**src/rtl/mem_ctrl_if.sv**
```systemverilog
// -----------------------------------------------------------------------------
// mem_ctrl_if
// CPU-side request/acknowledge bundle for mem_ctrl.
//   cpu_req    request, held high by the CPU until cpu_ack is seen
//   cpu_we     1 = store, 0 = load; valid with cpu_req
//   cpu_addr   word address; MSB selects I/O space
//   cpu_wdata  store data
//   cpu_rdata  load result, holds until the next load completes
//   cpu_ack    one-cycle completion pulse
// Modports: master = CPU datapath, slave = mem_ctrl.
// -----------------------------------------------------------------------------
interface mem_ctrl_if #(
  parameter int DATA_WIDTH     = 16,
  parameter int CPU_ADDR_WIDTH = 9
);
  logic                      cpu_req;
  logic                      cpu_we;
  logic [CPU_ADDR_WIDTH-1:0] cpu_addr;
  logic [DATA_WIDTH-1:0]     cpu_wdata;
  logic [DATA_WIDTH-1:0]     cpu_rdata;
  logic                      cpu_ack;

  modport master (
    output cpu_req, cpu_we, cpu_addr, cpu_wdata,
    input  cpu_rdata, cpu_ack
  );

  modport slave (
    input  cpu_req, cpu_we, cpu_addr, cpu_wdata,
    output cpu_rdata, cpu_ack
  );
endinterface

```
**src/rtl/mem_ctrl.sv**
```systemverilog
// -----------------------------------------------------------------------------
// mem_ctrl
// Memory access controller between the CPU datapath and a synchronous-read RAM.
// One load or store at a time over a req/ack handshake; sequences the RAM's
// one-cycle read latency and decodes the upper address half as I/O space.
//
// Ports:
//   clk, reset          rising-edge clock, asynchronous active-high reset
//   cpu                 mem_ctrl_if.slave request bundle
//   busy                high in every state except IDLE
//   ram_read_address    RAM read address (always addr_q)
//   ram_write_address   RAM write address (always addr_q)
//   ram_write           RAM write enable, only in WR for RAM-space addresses
//   ram_din             RAM write data (always wdata_q)
//   ram_dout            RAM read data, valid one cycle after the read address
//   sw                  switch inputs (I/O space)
//   leds                LED register (I/O space)
//
// Configuration macro: MMIO_EN
//   defined   : load 0x140 returns switches, store 0x100 writes leds
//   undefined : I/O loads return 0, I/O stores dropped, leds tied to 0
// -----------------------------------------------------------------------------
module mem_ctrl #(
  parameter int DATA_WIDTH     = 16,
  parameter int ADDR_WIDTH     = 8,
  parameter int CPU_ADDR_WIDTH = 9
) (
  input  logic                  clk,
  input  logic                  reset,
  mem_ctrl_if.slave             cpu,
  output logic                  busy,
  output logic [ADDR_WIDTH-1:0] ram_read_address,
  output logic [ADDR_WIDTH-1:0] ram_write_address,
  output logic                  ram_write,
  output logic [DATA_WIDTH-1:0] ram_din,
  input  logic [DATA_WIDTH-1:0] ram_dout,
  input  logic [7:0]            sw,
  output logic [7:0]            leds
);

  localparam int MSB = CPU_ADDR_WIDTH - 1;

  typedef enum logic [2:0] {
    IDLE,
    RD_ISSUE,
    RD_WAIT,
    WR,
    DONE
  } state_t;

  state_t state, next_state;

  logic [CPU_ADDR_WIDTH-1:0] addr_q;
  logic                      we_q;
  logic [DATA_WIDTH-1:0]     wdata_q;
  logic [DATA_WIDTH-1:0]     rdata_q;
  logic [DATA_WIDTH-1:0]     io_rdata;
  logic [DATA_WIDTH-1:0]     rd_data;
  logic                      ack;

  // State register
  always_ff @(posedge clk or posedge reset) begin
    if (reset) begin
      state <= IDLE;
    end else begin
      state <= next_state;
    end
  end

  // Next-state logic; DONE always returns to IDLE so a held request is
  // only accepted after one idle cycle.
  always_comb begin
    next_state = state;
    case (state)
      IDLE: begin
        if (cpu.cpu_req) begin
          next_state = cpu.cpu_we ? WR : RD_ISSUE;
        end
      end
      RD_ISSUE: next_state = RD_WAIT;
      RD_WAIT:  next_state = DONE;
      WR:       next_state = DONE;
      DONE:     next_state = IDLE;
      default:  next_state = IDLE;
    endcase
  end

  // Output decode straight from state, so an async reset in WR kills the
  // write enable in the same cycle.
  always_comb begin
    ack       = 1'b0;
    busy      = 1'b1;
    ram_write = 1'b0;
    case (state)
      IDLE: busy      = 1'b0;
      WR:   ram_write = ~addr_q[MSB];
      DONE: ack       = 1'b1;
      default: ;
    endcase
  end

  // Request capture; later changes on the bus are ignored until IDLE again.
  always_ff @(posedge clk or posedge reset) begin
    if (reset) begin
      addr_q  <= '0;
      we_q    <= 1'b0;
      wdata_q <= '0;
    end else if (state == IDLE && cpu.cpu_req) begin
      addr_q  <= cpu.cpu_addr;
      we_q    <= cpu.cpu_we;
      wdata_q <= cpu.cpu_wdata;
    end
  end

  assign ram_read_address  = addr_q[ADDR_WIDTH-1:0];
  assign ram_write_address = addr_q[ADDR_WIDTH-1:0];
  assign ram_din           = wdata_q;

`ifdef MMIO_EN
  localparam logic [CPU_ADDR_WIDTH-1:0] LED_ADDR = CPU_ADDR_WIDTH'(32'h100);
  localparam logic [CPU_ADDR_WIDTH-1:0] SW_ADDR  = CPU_ADDR_WIDTH'(32'h140);

  always_comb begin
    io_rdata = '0;
    if (addr_q == SW_ADDR) begin
      io_rdata[7:0] = sw;
    end
  end

  // LED register commits at the WR->DONE edge, same as a RAM write would.
  always_ff @(posedge clk or posedge reset) begin
    if (reset) begin
      leds <= 8'h00;
    end else if (state == WR && addr_q == LED_ADDR) begin
      leds <= wdata_q[7:0];
    end
  end
`else
  logic unused_sw;

  assign io_rdata  = '0;
  assign leds      = 8'h00;
  assign unused_sw = ^sw;
`endif

  assign rd_data = addr_q[MSB] ? io_rdata : ram_dout;

  // Load result register; ram_dout is valid during RD_WAIT.
  always_ff @(posedge clk or posedge reset) begin
    if (reset) begin
      rdata_q <= '0;
    end else if (state == RD_WAIT && !we_q) begin
      rdata_q <= rd_data;
    end
  end

  assign cpu.cpu_rdata = rdata_q;
  assign cpu.cpu_ack   = ack;

endmodule

```
**src/flat_wrapper.sv**
```systemverilog
// flat-port wrapper written by rule: the top's interface ports become plain ports
module mem_ctrl_flat 
#(
  parameter int DATA_WIDTH     = 16,
  parameter int ADDR_WIDTH     = 8,
  parameter int CPU_ADDR_WIDTH = 9
)
  (clk, reset, busy, ram_read_address, ram_write_address, ram_write, ram_din, ram_dout, sw, leds, cpu_cpu_req, cpu_cpu_we, cpu_cpu_addr, cpu_cpu_wdata, cpu_cpu_rdata, cpu_cpu_ack);
  mem_ctrl_if #(.DATA_WIDTH(DATA_WIDTH), .CPU_ADDR_WIDTH(CPU_ADDR_WIDTH)) cpu_i ();
  input  logic clk;
  input  logic reset;
  output logic busy;
  output logic [ADDR_WIDTH-1:0] ram_read_address;
  output logic [ADDR_WIDTH-1:0] ram_write_address;
  output logic ram_write;
  output logic [DATA_WIDTH-1:0] ram_din;
  input  logic [DATA_WIDTH-1:0] ram_dout;
  input  logic [7:0] sw;
  output logic [7:0] leds;
  input wire logic [$bits(cpu_i.cpu_req)-1:0] cpu_cpu_req;
  input wire logic [$bits(cpu_i.cpu_we)-1:0] cpu_cpu_we;
  input wire logic [$bits(cpu_i.cpu_addr)-1:0] cpu_cpu_addr;
  input wire logic [$bits(cpu_i.cpu_wdata)-1:0] cpu_cpu_wdata;
  output wire logic [$bits(cpu_i.cpu_rdata)-1:0] cpu_cpu_rdata;
  output wire logic [$bits(cpu_i.cpu_ack)-1:0] cpu_cpu_ack;
  assign cpu_i.cpu_req = cpu_cpu_req;
  assign cpu_i.cpu_we = cpu_cpu_we;
  assign cpu_i.cpu_addr = cpu_cpu_addr;
  assign cpu_i.cpu_wdata = cpu_cpu_wdata;
  assign cpu_cpu_rdata = cpu_i.cpu_rdata;
  assign cpu_cpu_ack = cpu_i.cpu_ack;
  mem_ctrl #(.DATA_WIDTH(DATA_WIDTH), .ADDR_WIDTH(ADDR_WIDTH), .CPU_ADDR_WIDTH(CPU_ADDR_WIDTH)) u_core (.clk(clk), .reset(reset), .cpu(cpu_i), .busy(busy), .ram_read_address(ram_read_address), .ram_write_address(ram_write_address), .ram_write(ram_write), .ram_din(ram_din), .ram_dout(ram_dout), .sw(sw), .leds(leds));
endmodule
```
**config.mk**
```make
export PLATFORM = sky130hd
export DESIGN_NAME = mem_ctrl_flat
export DESIGN_NICKNAME = d
export VERILOG_FILES = /design/src/rtl/mem_ctrl_if.sv /design/src/rtl/mem_ctrl.sv /design/src/flat_wrapper.sv
export SDC_FILE = /design/constraint.sdc
export NUM_CORES = 1
export LEC_CHECK = 0
export BUFFER_PORTS_ARGS = -buffer_cell sky130_fd_sc_hd__buf_2
export CELL_PAD_IN_SITES_DETAIL_PLACEMENT = 1
export CELL_PAD_IN_SITES_GLOBAL_PLACEMENT = 1
export CORE_ASPECT_RATIO = 0.8
export CORE_MARGIN = 5
export CORE_UTILIZATION = 30
export DETAILED_ROUTE_END_ITERATION = 10
export HOLD_SLACK_MARGIN = 0.08
export PLACE_DENSITY_LB_ADDON = 0.1
export SLEW_MARGIN = 20
export SYNTH_ARGS = -nofsm -noshare
export SYNTH_HDL_FRONTEND = slang
export SYNTH_SLANG_ARGS = --single-unit
```
**constraint.sdc**
```tcl
create_clock -name clk -period 1.7 [get_ports clk]
set_clock_uncertainty 0.1 [all_clocks]
set_input_delay 0.34 -clock clk [delete_from_list [all_inputs] [get_ports clk]]
set_output_delay 0.34 -clock clk [all_outputs]
set_load 0.02 [all_outputs]
```
==> key figures, run 1 <==
Timing
  – Tmin final: 1.71 ns
  – Setup ws final: -0.0135 ns
  – Max Clock Freq: 0.584 GHz
  – Final hold vios: 0
  – Fin. max-slew vios: 0
  – Setup TNS: -0.0574 ns
  – Crit share post-route: 1.01
  – Unrepaired setup endpoints after global routing: true
  – Final setup viols: 11

Critical path
  – CP dominant cell by count: buf_6
  – Worst reg2reg path endpoint: u_core.ram_din[4]$_DFFE_PP0P_
  – Worst R2R Start: u_core.state[1]$_DFFE_PP0P_
  – Worst endpoint required time: 1.78 ns
  – Reg2Reg Depth: 5
  – Crit path arrival time: 1.79 ns
  – Worst-path maximum fanout: 6
  – Crit path max-delay family: buffers and inverters
  – R2R Setup Slk: -0.01 ns
  – CP Capture Type: register
  – Worst setup SP type: register
  – Crit Path Category: reg2reg
  – Worst path cell trace: buf_6 -> nor4b_4 -> buf_6 -> clkbuf_16 -> mux2_4
  – Crit path from: u_core.state[1]$_DFFE_PP0P_
  – CP Buf/Inv Count: 3
  – Crit-path slowest cell: dfrtp_2
  – Slowest stage delay, CP: 0.45 ns

CTS
  – CTS tree: done
  – Clk slew on worst S/H paths: 0.08 ns
  – Clock Path Buffers: 2
  – CTS root buf: clkbuf_8
  – Cts bufs inserted: 5
  – Clock Sink Count: 45
  – Worst-Skew Late Latency: 0.29 ns
  – CTS H-Tree Depth: 2

Floorplanning
  – Width of the die: 102 µm
  – DIE AREA: 8460 µm²
  – Core area: 6440 µm²
  – Row count: 26
  – Die Y: 83.3 µm
  – # IOs: 112
  – Initial Util: 0.313

Detailed routing
  – Routed WL per cell: 17.1 µm
  – Final ANT Viol Nets: 0
  – Drt drc: 0
  – DRT Wirelength: 5.55 mm
  – DR vias: 1387
  – Detailed-router iteration count before antenna repair: 3
  – 1st-iter DRT viols: 12
  – Vias per cell: 4.28

Synthesis
  – Gate Count Post-Synth: 141
  – Number of synthesized register bits: 45
  – Yosys warns: 0
  – Register area share after synthesis: 0.559
  – Mean Syn Cell Area: 14.3 µm²
  – Unique masters post-synth: 14
  – Mapped Area: 2010 µm²

Worst hold path
  – Min-Delay Endpoint: u_core.ram_din[11]$_DFFE_PP0P_
  – Hold_sp: cpu_cpu_wdata[11]
  – Hold path cells: 2
  – Tightest Hold Check Type: in2reg

Placed design
  – Gp weighted congestion: 0.703
  – HPWL after DPL: 3.84 mm
  – DP Worst Slack: 0.0512 ns
  – Port-buffer cells: 95
  – Placed cell count: 305

GRT
  – Vias in the first global route: 1555
  – Total grt overflow: 0
  – Initial antenna violation count: 0
  – First-pass GRT wire length: 7.99 mm
  – GRT Total Usage: 0.121
  – Largest net degree at the start of global routing: 25

Status
  – Status: complete, but fails checks
  – Failing checks: setup timing

Power and ir drop
  – Power, Total: 0.00599 W
  – Leak: 1.49 nW
  – Peak VDD IR: 0.765 mV
  – Power Dens Cells: 2070 nW/µm²

Job
  – MaxCap Viol Count: 0

Layout
  – Diodes inserted: 0
  – Synth-to-Final Area Change: 43.6%
  – Commonest non-fill, non-tap cell in the layout: buf_2
  – Final nets: 292
  – Non-Filler Instances: 324
  – Most frequent cells in the layout: buf_2, dfrtp_1, mux2_4
  – Fin util: 0.449
  – Share of layout cells above drive strength 1: 0.704
## cells by family (layout without fill, tap and decap cells)
logic type             count (synthesis)  in the layout  share of synthesized area
DFF                                   45             45                      0.559
muxes                                 42             42                      0.235
buffers and inverters                 29            121                      0.110
and+or+nand+nor                       23             23                     0.0914
other                                  1              8                    0.00186
AOI/OAI and AO/OA                      1              1                    0.00248
## how the worst max path moves through the flow
stage	slack [ns]	to	cells after the start
2_1_floorplan	-0.01	u_core.ram_din[10]$_DFFE_PP0P_	3
3_3_place_gp	0.1	u_core.ram_din[9]$_DFFE_PP0P_	3
3_5_place_dp	0.05	u_core.ram_din[14]$_DFFE_PP0P_	3
4_1_cts	-0.06	u_core.ram_din[14]$_DFFE_PP0P_	4
5_1_grt	-0.07	u_core.ram_din[4]$_DFFE_PP0P_	5
6_report	-0.01	u_core.ram_din[4]$_DFFE_PP0P_	5
## state kept, by name (all words and copies together), names as in the netlist
signal and cells:
u_core.we_q 1, u_core.addr_q 9, u_core.ram_din 16, u_core.cpu.cpu_rdata 16
u_core.state 3
## repair_timing
| item | CTS | global route |
|---|---|---|
| endpoints found under the hold margin | 45 | 0 |
| endpoints found under the setup margin | 3 | 45 |
| hold buffers | 1 | 0 |
| buffers inserted | 3 | 3 |
| gates resized for setup | 7 | 46 |
| pin swaps | 1 | 2 |
| cloned | 0 | 4 |
## final cells by class
type,instances,area (µm²)
Multi-Input combinational cell,74,851
Inverter,1,3.75
Timing Repair Buffer,112,718
Clock inverter,2,10.0
Clock buffer,6,72.6
Sequential cell,45,1130
Tap cell,84,105
Fill cell,689,3550
## report_power, final
| part | internal [W] | switching, W | leakage (nW) | total, W |
|---|---|---|---|---|
| Combinational | 0.00171 | 0.00168 | 0.904 | 0.00339 |
| Sequential | 0.00162 | 0.000342 | 0.545 | 0.00196 |
| Clock | 0.000285 | 0.000352 | 0.0450 | 0.000637 |
| Total | 0.00361 | 0.00238 | 1.49 | 0.00599 |
## synthesized netlist by cell type, drive strengths merged
cell,instances,area [µm²]
a21oi,1,5.00
and3b,1,10.0
buf,27,214
clkbuf,1,3.75
conb,1,3.75
dfrtp,45,1130
inv,1,3.75
mux2,42,473
nor2b,17,106
nor3,1,5.00
nor3b,1,7.51
nor4b,2,47.6
or3,1,7.51
## stage by stage
stage | hold slack [ns] | instance area, µm²
after global placement | 0.293 | 2470
after CTS | 0.159 | 2610
after detailed placement | 0.301 | 2470
after floorplan | 0.392 | 2040
final | 0.174 | 2890
after global routing | 0.152 | 2890
## per-layer routing
metal	global-route usage	wire [µm]	vias up	share of wire
li1	-	-	635	-
met1	0.143	2340	686	0.42
met2	0.204	2750	62	0.50
met3	0.0402	425	4	0.077
met4	0.0386	34	0	0.0061
met5	0	0	-	0
(Power assumes the default switching activity.)
==> run 2, diff against run 1 <==
--- a/config.mk
+++ b/config.mk
@@ -8,10 +8,11 @@
 export BUFFER_PORTS_ARGS = -buffer_cell sky130_fd_sc_hd__buf_2
 export CELL_PAD_IN_SITES_DETAIL_PLACEMENT = 1
 export CELL_PAD_IN_SITES_GLOBAL_PLACEMENT = 1
-export CORE_ASPECT_RATIO = 0.8
+export CORE_ASPECT_RATIO = 1.25
 export CORE_MARGIN = 5
 export CORE_UTILIZATION = 30
 export DETAILED_ROUTE_END_ITERATION = 10
+export GPL_TIMING_DRIVEN = 0
 export HOLD_SLACK_MARGIN = 0.08
 export PLACE_DENSITY_LB_ADDON = 0.1
 export SLEW_MARGIN = 20
==> run 2 against run 1 <==
The run still ends with setup timing left; critical path depth shrank 3; sequential power about the same; maximum frequency decreased by 0.43%; register-to-register slack is essentially flat; combinational power grew 3%; global-route usage is 0.62 points lower; critical path type is now reg2out.
==> key figures, run 2 (same netlist as run 1, synthesis figures left out) <==
GRT
  – Vias in the first global route: 1544 (-0.71%)
  – GRT Total Usage: 0.115 (-0.00615)
  – First-pass GRT wire length: 7.71 mm (-3.5%)
  – Initial antenna violation count: 0 (unchanged)
  – Largest net degree at the start of global routing: 28 (+12%)
  – Total grt overflow: 0 (unchanged)

Floorplanning
  – Row count: 33 (+27%)
  – # IOs: 112 (unchanged)
  – DIE AREA: 8460 µm² (unchanged)
  – Initial Util: 0.307 (-0.00590)
  – Width of the die: 83.3 µm (-18%)
  – Core area: 6570 µm² (+1.9%)
  – Die Y: 102 µm (+22%)

Detailed routing
  – Final ANT Viol Nets: 0 (unchanged)
  – Drt drc: 0 (unchanged)
  – Vias per cell: 4.14 (-3.4%)
  – DRT Wirelength: 5.07 mm (-8.6%)
  – DR vias: 1452 (+4.7%)
  – Routed WL per cell: 14.5 µm (-16%)
  – Detailed-router iteration count before antenna repair: 2 (-1)
  – 1st-iter DRT viols: 29 (+17)

Critical path
  – Worst reg2reg path endpoint: u_core.cpu.cpu_rdata[15]$_DFFE_PP0P_
  – Crit Path Category: reg2out
  – Crit path arrival time: 1.28 ns (-0.51 ns)
  – CP Capture Type: output pin
  – Worst setup SP type: register
  – Worst endpoint required time: 1.26 ns (-0.52 ns)
  – Reg2Reg Depth: 4 (-1)
  – Crit-path slowest cell: dfrtp_2
  – Worst-path maximum fanout: 4 (-2)
  – R2R Setup Slk: -0.02 ns (about the same)
  – Slowest stage delay, CP: 0.46 ns (about the same)
  – Worst R2R Start: u_core.state[0]$_DFFE_PP0P_
  – Worst path cell trace: or3_4 -> buf_6

Placed design
  – Port-buffer cells: 95 (unchanged)
  – Gp weighted congestion: 0.675 (-4.0%)
  – HPWL after DPL: 3.61 mm (-6.0%)
  – DP Area: 2650 µm² (+6.9%)

Timing
  – Final setup viols: 4 (-7)
  – Final hold vios: 0 (unchanged)
  – Fin. max-slew vios: 0 (unchanged)
  – Setup ws final: -0.0209 ns (-0.00739 ns)
  – Unrepaired setup endpoints after global routing: true
  – Crit share post-route: 1.01 (+0.00435)
  – Tmin final: 1.72 ns (+0.00739 ns)
  – Setup TNS: -0.0502 ns (+0.00723 ns)
  – Max Clock Freq: 0.581 GHz (-0.43%)

Power and ir drop
  – Power Dens Cells: 2030 nW/µm² (-2.0%)
  – Leak: 1.59 nW (+6.6%)
  – Power, Total: 0.00616 W (+2.9%)
  – Peak VDD IR: 0.703 mV (-8.0%)

Layout
  – Commonest non-fill, non-tap cell in the layout: buf_2
  – Synth-to-Final Area Change: 50.7%
  – Most frequent cells in the layout: buf_2, dfrtp_1, mux2_4
  – Share of layout cells above drive strength 1: 0.731 (+0.0269)
  – Fin util: 0.462 (+0.0135)
  – Final instance area: 3030 µm² (+5.0%)
  – Final nets: 316 (+8.2%)
  – Diodes inserted: 0 (unchanged)

Job
  – MaxCap Viol Count: 0 (unchanged)

CTS
  – CTS H-Tree Depth: 2 (unchanged)
  – CTS tree: done
  – Cts bufs inserted: 5 (unchanged)
  – CTS root buf: clkbuf_8
  – Clock Sink Count: 45 (unchanged)
  – Clk slew on worst S/H paths: 0.09 ns (about the same)
  – Clock Path Buffers: 2 (unchanged)
  – Worst-Skew Late Latency: 0.29 ns (about the same)

Status
  – Status: complete, but fails checks
  – Failing checks: setup timing

Worst hold path
  – Tightest Hold Check Type: in2reg
  – Hold path cells: 2 (unchanged)
  – Min-Delay Endpoint: u_core.addr_q[4]$_DFFE_PP0P_
  – Hold_sp: cpu_cpu_addr[4]
[run 2: changes by cell type in the layout (fill, tap and decap cells not counted), sizes merged]
cell | previous run | this run
buf | 108 | 133
clkinv | 2 | 0
clkbuf | 9 | 10
[run 2: worst max path at each step]
stage / slack (ns) / to / from / depth (start not counted)
after floorplan: -0.01 / u_core.ram_din[10]$_DFFE_PP0P_ / u_core.state[1]$_DFFE_PP0P_ / 3
after global placement: -0.67 / u_core.state[0]$_DFFE_PP0P_ / reset / 2
after detailed placement: -0.27 / u_core.ram_din[6]$_DFFE_PP0P_ / u_core.state[1]$_DFFE_PP0P_ / 3
after CTS: -0.07 / ram_write / u_core.addr_q[8]$_DFFE_PP0P_ / 3
after global routing: -0.08 / u_core.cpu.cpu_rdata[15]$_DFFE_PP0P_ / u_core.state[0]$_DFFE_PP0P_ / 4
final: -0.02 / busy / u_core.state[0]$_DFFE_PP0P_ / 2
[run 2: layout make-up]
cell class	instances	area (µm²)
buffer	28	240
clock buffer	8	90.1
fill	725	3530
inverter	1	3.75
multi-input combinational	74	825
sequential	45	1130
tap	87	109
timing repair buffer	108	636
[run 2: worst max-delay path: cells and delay by family (launching register included)]
family,cells,cell delay [ns]
buf+inv,1,0.14
simple gates,1,0.39
flops,1,0.46
[run 2: power by group]
group          switching (W)  leakage, nW  total (W)  internal, W
clock network       0.000345       0.0455   0.000677     0.000332
logic                0.00164         1.00    0.00350      0.00187
registers           0.000360        0.544    0.00198      0.00162
[run 2: metrics by stage]
step	setup WS [ns]	hold WS, ns	std cells
after floorplan	-0.0132	0.392	148
after detailed placement	-0.273	0.270	331
final	-0.0209	0.171	351
after global placement	-0.669	0.386	330
after global routing	-0.0823	0.148	351
after CTS	-0.0729	0.160	346
[run 2: timing repair]
item | in CTS | in global routing
hold buffers | 1 | 0
setup endpoints to repair | 38 | 29
setup buffers | 6 | 4
endpoints found under the hold margin | 18 | 0
cloned | 0 | 1
pin swaps | 2 | 2
resized for setup | 11 | 42
[run 2: metal layers]
metal / part of all wire / global-route usage / vias up
met5: 0 / 0 / -
met4: 0 / 0.0340 / 0
met3: 0.080 / 0.0504 / 0
met2: 0.51 / 0.195 / 62
met1: 0.40 / 0.131 / 706
li1: - / - / 684
==> run 3, diff against run 2 <==
--- a/config.mk
+++ b/config.mk
@@ -13,7 +13,6 @@
 export CORE_UTILIZATION = 30
 export DETAILED_ROUTE_END_ITERATION = 10
 export GPL_TIMING_DRIVEN = 0
-export HOLD_SLACK_MARGIN = 0.08
 export PLACE_DENSITY_LB_ADDON = 0.1
 export SLEW_MARGIN = 20
 export SYNTH_ARGS = -nofsm -noshare
==> constraint.sdc (replaced) <==
create_clock -name clk -period 1.4 [get_ports clk]
set_clock_uncertainty 0.1 [all_clocks]
set_input_delay 0.28 -clock clk [delete_from_list [all_inputs] [get_ports clk]]
set_output_delay 0.28 -clock clk [all_outputs]
set_load 0.02 [all_outputs]
==> run 3 against run 2 <==
The flow still finishes with violations (setup timing); routed wire length up 3.7%; non-clock buffer count is 4 higher; clock-buffer cell count is 1 lower; power is 31% higher; worst hold slack got worse by 0.061 ns; sequential power is 21% higher; clock power rose by 49%; first-iteration DRC count is 76% lower; utilization up 2.6 points; largest power group unchanged.
==> key figures, run 3 (same netlist as run 1, synthesis figures left out) <==
CTS
  – CTS H-Tree Depth: 2 (unchanged)
  – Clock Sink Count: 45 (unchanged)
  – Clock Path Buffers: 2 (unchanged)
  – CTS tree: done
  – Worst-Skew Late Latency: 0.29 ns (about the same)
  – Cts bufs inserted: 5 (unchanged)
  – CTS root buf: clkbuf_8
  – Clk slew on worst S/H paths: 0.09 ns (about the same)

Critical path
  – Crit path arrival time: 1.80 ns (+0.52 ns)
  – Worst path cell trace: buf_4 -> nor4b_4 -> buf_4 -> buf_6 -> mux2_2
  – Crit Path Category: reg2reg
  – Worst endpoint required time: 1.48 ns (+0.22 ns)
  – Worst setup SP type: register
  – Slowest stage delay, CP: 0.45 ns (about the same)
  – CP Capture Type: register
  – Crit-path slowest cell: dfrtp_2
  – Crit path from: u_core.state[0]$_DFFE_PP0P_
  – CP dominant cell by count: buf_4
  – Worst-path maximum fanout: 5 (+1)
  – Worst R2R Start: u_core.state[0]$_DFFE_PP0P_

Layout
  – Final nets: 320 (+1.3%)
  – Commonest non-fill, non-tap cell in the layout: buf_2
  – Multi-input logic area: 827 µm² (+0.30%)
  – Fin util: 0.488 (+0.0261)
  – Share of layout cells above drive strength 1: 0.735 (+0.00401)
  – Register area: 1130 µm² (unchanged)
  – Most frequent cells in the layout: buf_2, dfrtp_1, mux2_4
  – Synth-to-Final Area Change: 59.2%
  – Diodes inserted: 0 (unchanged)
  – Fillers: 719 (-0.83%)
  – Final instance area: 3210 µm² (+5.6%)

Placed design
  – DP Area: 2670 µm² (+0.80%)
  – HPWL after DPL: 3.57 mm (-1.2%)
  – Gp weighted congestion: 0.655 (-3.0%)
  – Port-buffer cells: 95 (unchanged)
  – DP Worst Slack: -0.589 ns (-0.315 ns)

Floorplanning
  – Width of the die: 83.3 µm (unchanged)
  – Die Y: 102 µm (unchanged)
  – DIE AREA: 8460 µm² (unchanged)
  – # IOs: 112 (unchanged)
  – Row count: 33 (unchanged)
  – Core area: 6570 µm² (unchanged)
  – Initial Util: 0.307 (unchanged)

Power and ir drop
  – Power Dens Cells: 2530 nW/µm² (+24%)
  – Switch Pwr: 0.00293 W (+25%)
  – Peak VDD IR: 1.11 mV (+58%)
  – Flop pwr share: 0.297 (-0.025)
  – Leak: 1.66 nW (+4.2%)
  – Sw Share: 0.362 (-0.0181)
  – Internal: 0.00517 W (+35%)
  – Clock power share: 0.125 (+0.015)
  – Gate power share: 0.578 (+0.010)

Job
  – MaxCap Viol Count: 0 (unchanged)

GRT
  – GRT Total Usage: 0.116 (+0.00180)
  – Vias in the first global route: 1570 (+1.7%)
  – Total grt overflow: 0 (unchanged)
  – Largest net degree at the start of global routing: 46 (+64%)
  – Initial antenna violation count: 0 (unchanged)
  – First-pass GRT wire length: 7.84 mm (+1.6%)

Detailed routing
  – DRT Wirelength: 5.26 mm (+3.7%)
  – Detailed-router iteration count before antenna repair: 2 (unchanged)
  – Final ANT Viol Nets: 0 (unchanged)
  – Routed WL per cell: 14.8 µm (+2.5%)
  – DR vias: 1470 (+1.2%)
  – 1st-iter DRT viols: 7 (-76%)
  – Drt drc: 0 (unchanged)
  – Vias per cell: 4.14 (about the same)

Timing
  – Final Hold Slack: 0.110 ns (-0.0615 ns)
  – Final setup viols: 45 (+41)
  – Tmin final: 1.73 ns
  – Max Clock Freq: 0.578 GHz
  – Unrepaired setup endpoints after global routing: true
  – Final hold vios: 0 (unchanged)
  – Fin. max-slew vios: 0 (unchanged)
  – Setup ws final: -0.329 ns (-0.308 ns)
  – Crit share post-route: 1.23

Status
  – Failing checks: setup timing
  – Status: complete, but fails checks

Worst hold path
  – Tightest Hold Check Type: in2reg
  – Hold_sp: cpu_cpu_addr[2]
==> run 3: cell types whose count changed in the layout (fill, tap and decap cells not counted), sizes merged <==
cell,previous run,this run
inv,1,0
clkinvlp,0,1
bufinv,0,1
buf,133,136
==> run 3: power groups by stage <==
stage          registers, W  clock network [W]  logic, W
2_1_floorplan       0.00297                  0   0.00196
3_3_place_gp        0.00243                  0   0.00355
3_5_place_dp        0.00244                  0   0.00359
4_1_cts             0.00239            0.00106   0.00407
5_1_grt             0.00249            0.00111   0.00496
6_report            0.00240            0.00101   0.00468
==> run 3: area by class of cell <==
type,instances,area share
Buffer,28,0.0804
Clock buffer,7,0.0269
Clock inverter,1,0.00937
Inverter,1,0.00234
Multi-Input combinational cell,74,0.258
Sequential cell,45,0.353
Tap cell,87,0.0340
Timing Repair Buffer,112,0.236
==> run 3: worst max-delay path, delay by kind of cell, from the launching register on <==
family | cells | cell delay (ns)
DFF | 1 | 0.45
buffers and inverters | 3 | 0.45
and+or+nand+nor | 1 | 0.28
muxes | 1 | 0.33
==> run 3: stage by stage <==
| stage | TNS (ns) | total power, W | std cells |
|---|---|---|---|
| final | -12.82 | 0.00810 | 355 |
| after global routing | -15.76 | 0.00857 | 355 |
| after CTS | -11.40 | 0.00751 | 348 |
| after detailed placement | -20.91 | 0.00603 | 330 |
| after global placement | -21.13 | 0.00598 | 330 |
| after floorplan | -10.39 | 0.00492 | 148 |
==> run 3: what timing repair did <==
item | in CTS | in global routing
resized for setup | 29 | 47
hold buffers | 0 | 1
hold endpoints to repair | 0 | 11
endpoints found under the setup margin | 46 | 58
pin swaps | 2 | 2
gates cloned | 1 | 2
buffers inserted | 9 | 4
==> run 3: worst paths after layout <==
check	end	slack (ns)	depth (start not counted)
max in group asynchronous	u_core.addr_q[8]$_DFFE_PP0P_	0.35	4
worst max-delay path	u_core.cpu.cpu_rdata[0]$_DFFE_PP0P_	-0.33	5
worst min register to register	u_core.cpu.cpu_rdata[13]$_DFFE_PP0P_	0.41	1
worst min-delay path	u_core.addr_q[2]$_DFFE_PP0P_	0.11	2
worst max register to register	u_core.cpu.cpu_rdata[0]$_DFFE_PP0P_	-0.33	5
min in group asynchronous	u_core.ram_din[8]$_DFFE_PP0P_	0.38	3
==> run 3: metal layers <==
layer | track usage | part of all wire | routed length (µm) | up-vias
li1 | - | - | - | 692
met1 | 0.143 | 0.41 | 2150 | 715
met2 | 0.192 | 0.51 | 2670 | 56
met3 | 0.0391 | 0.066 | 346 | 7
met4 | 0.0428 | 0.017 | 92 | 0
met5 | 0 | 0 | 0 | -
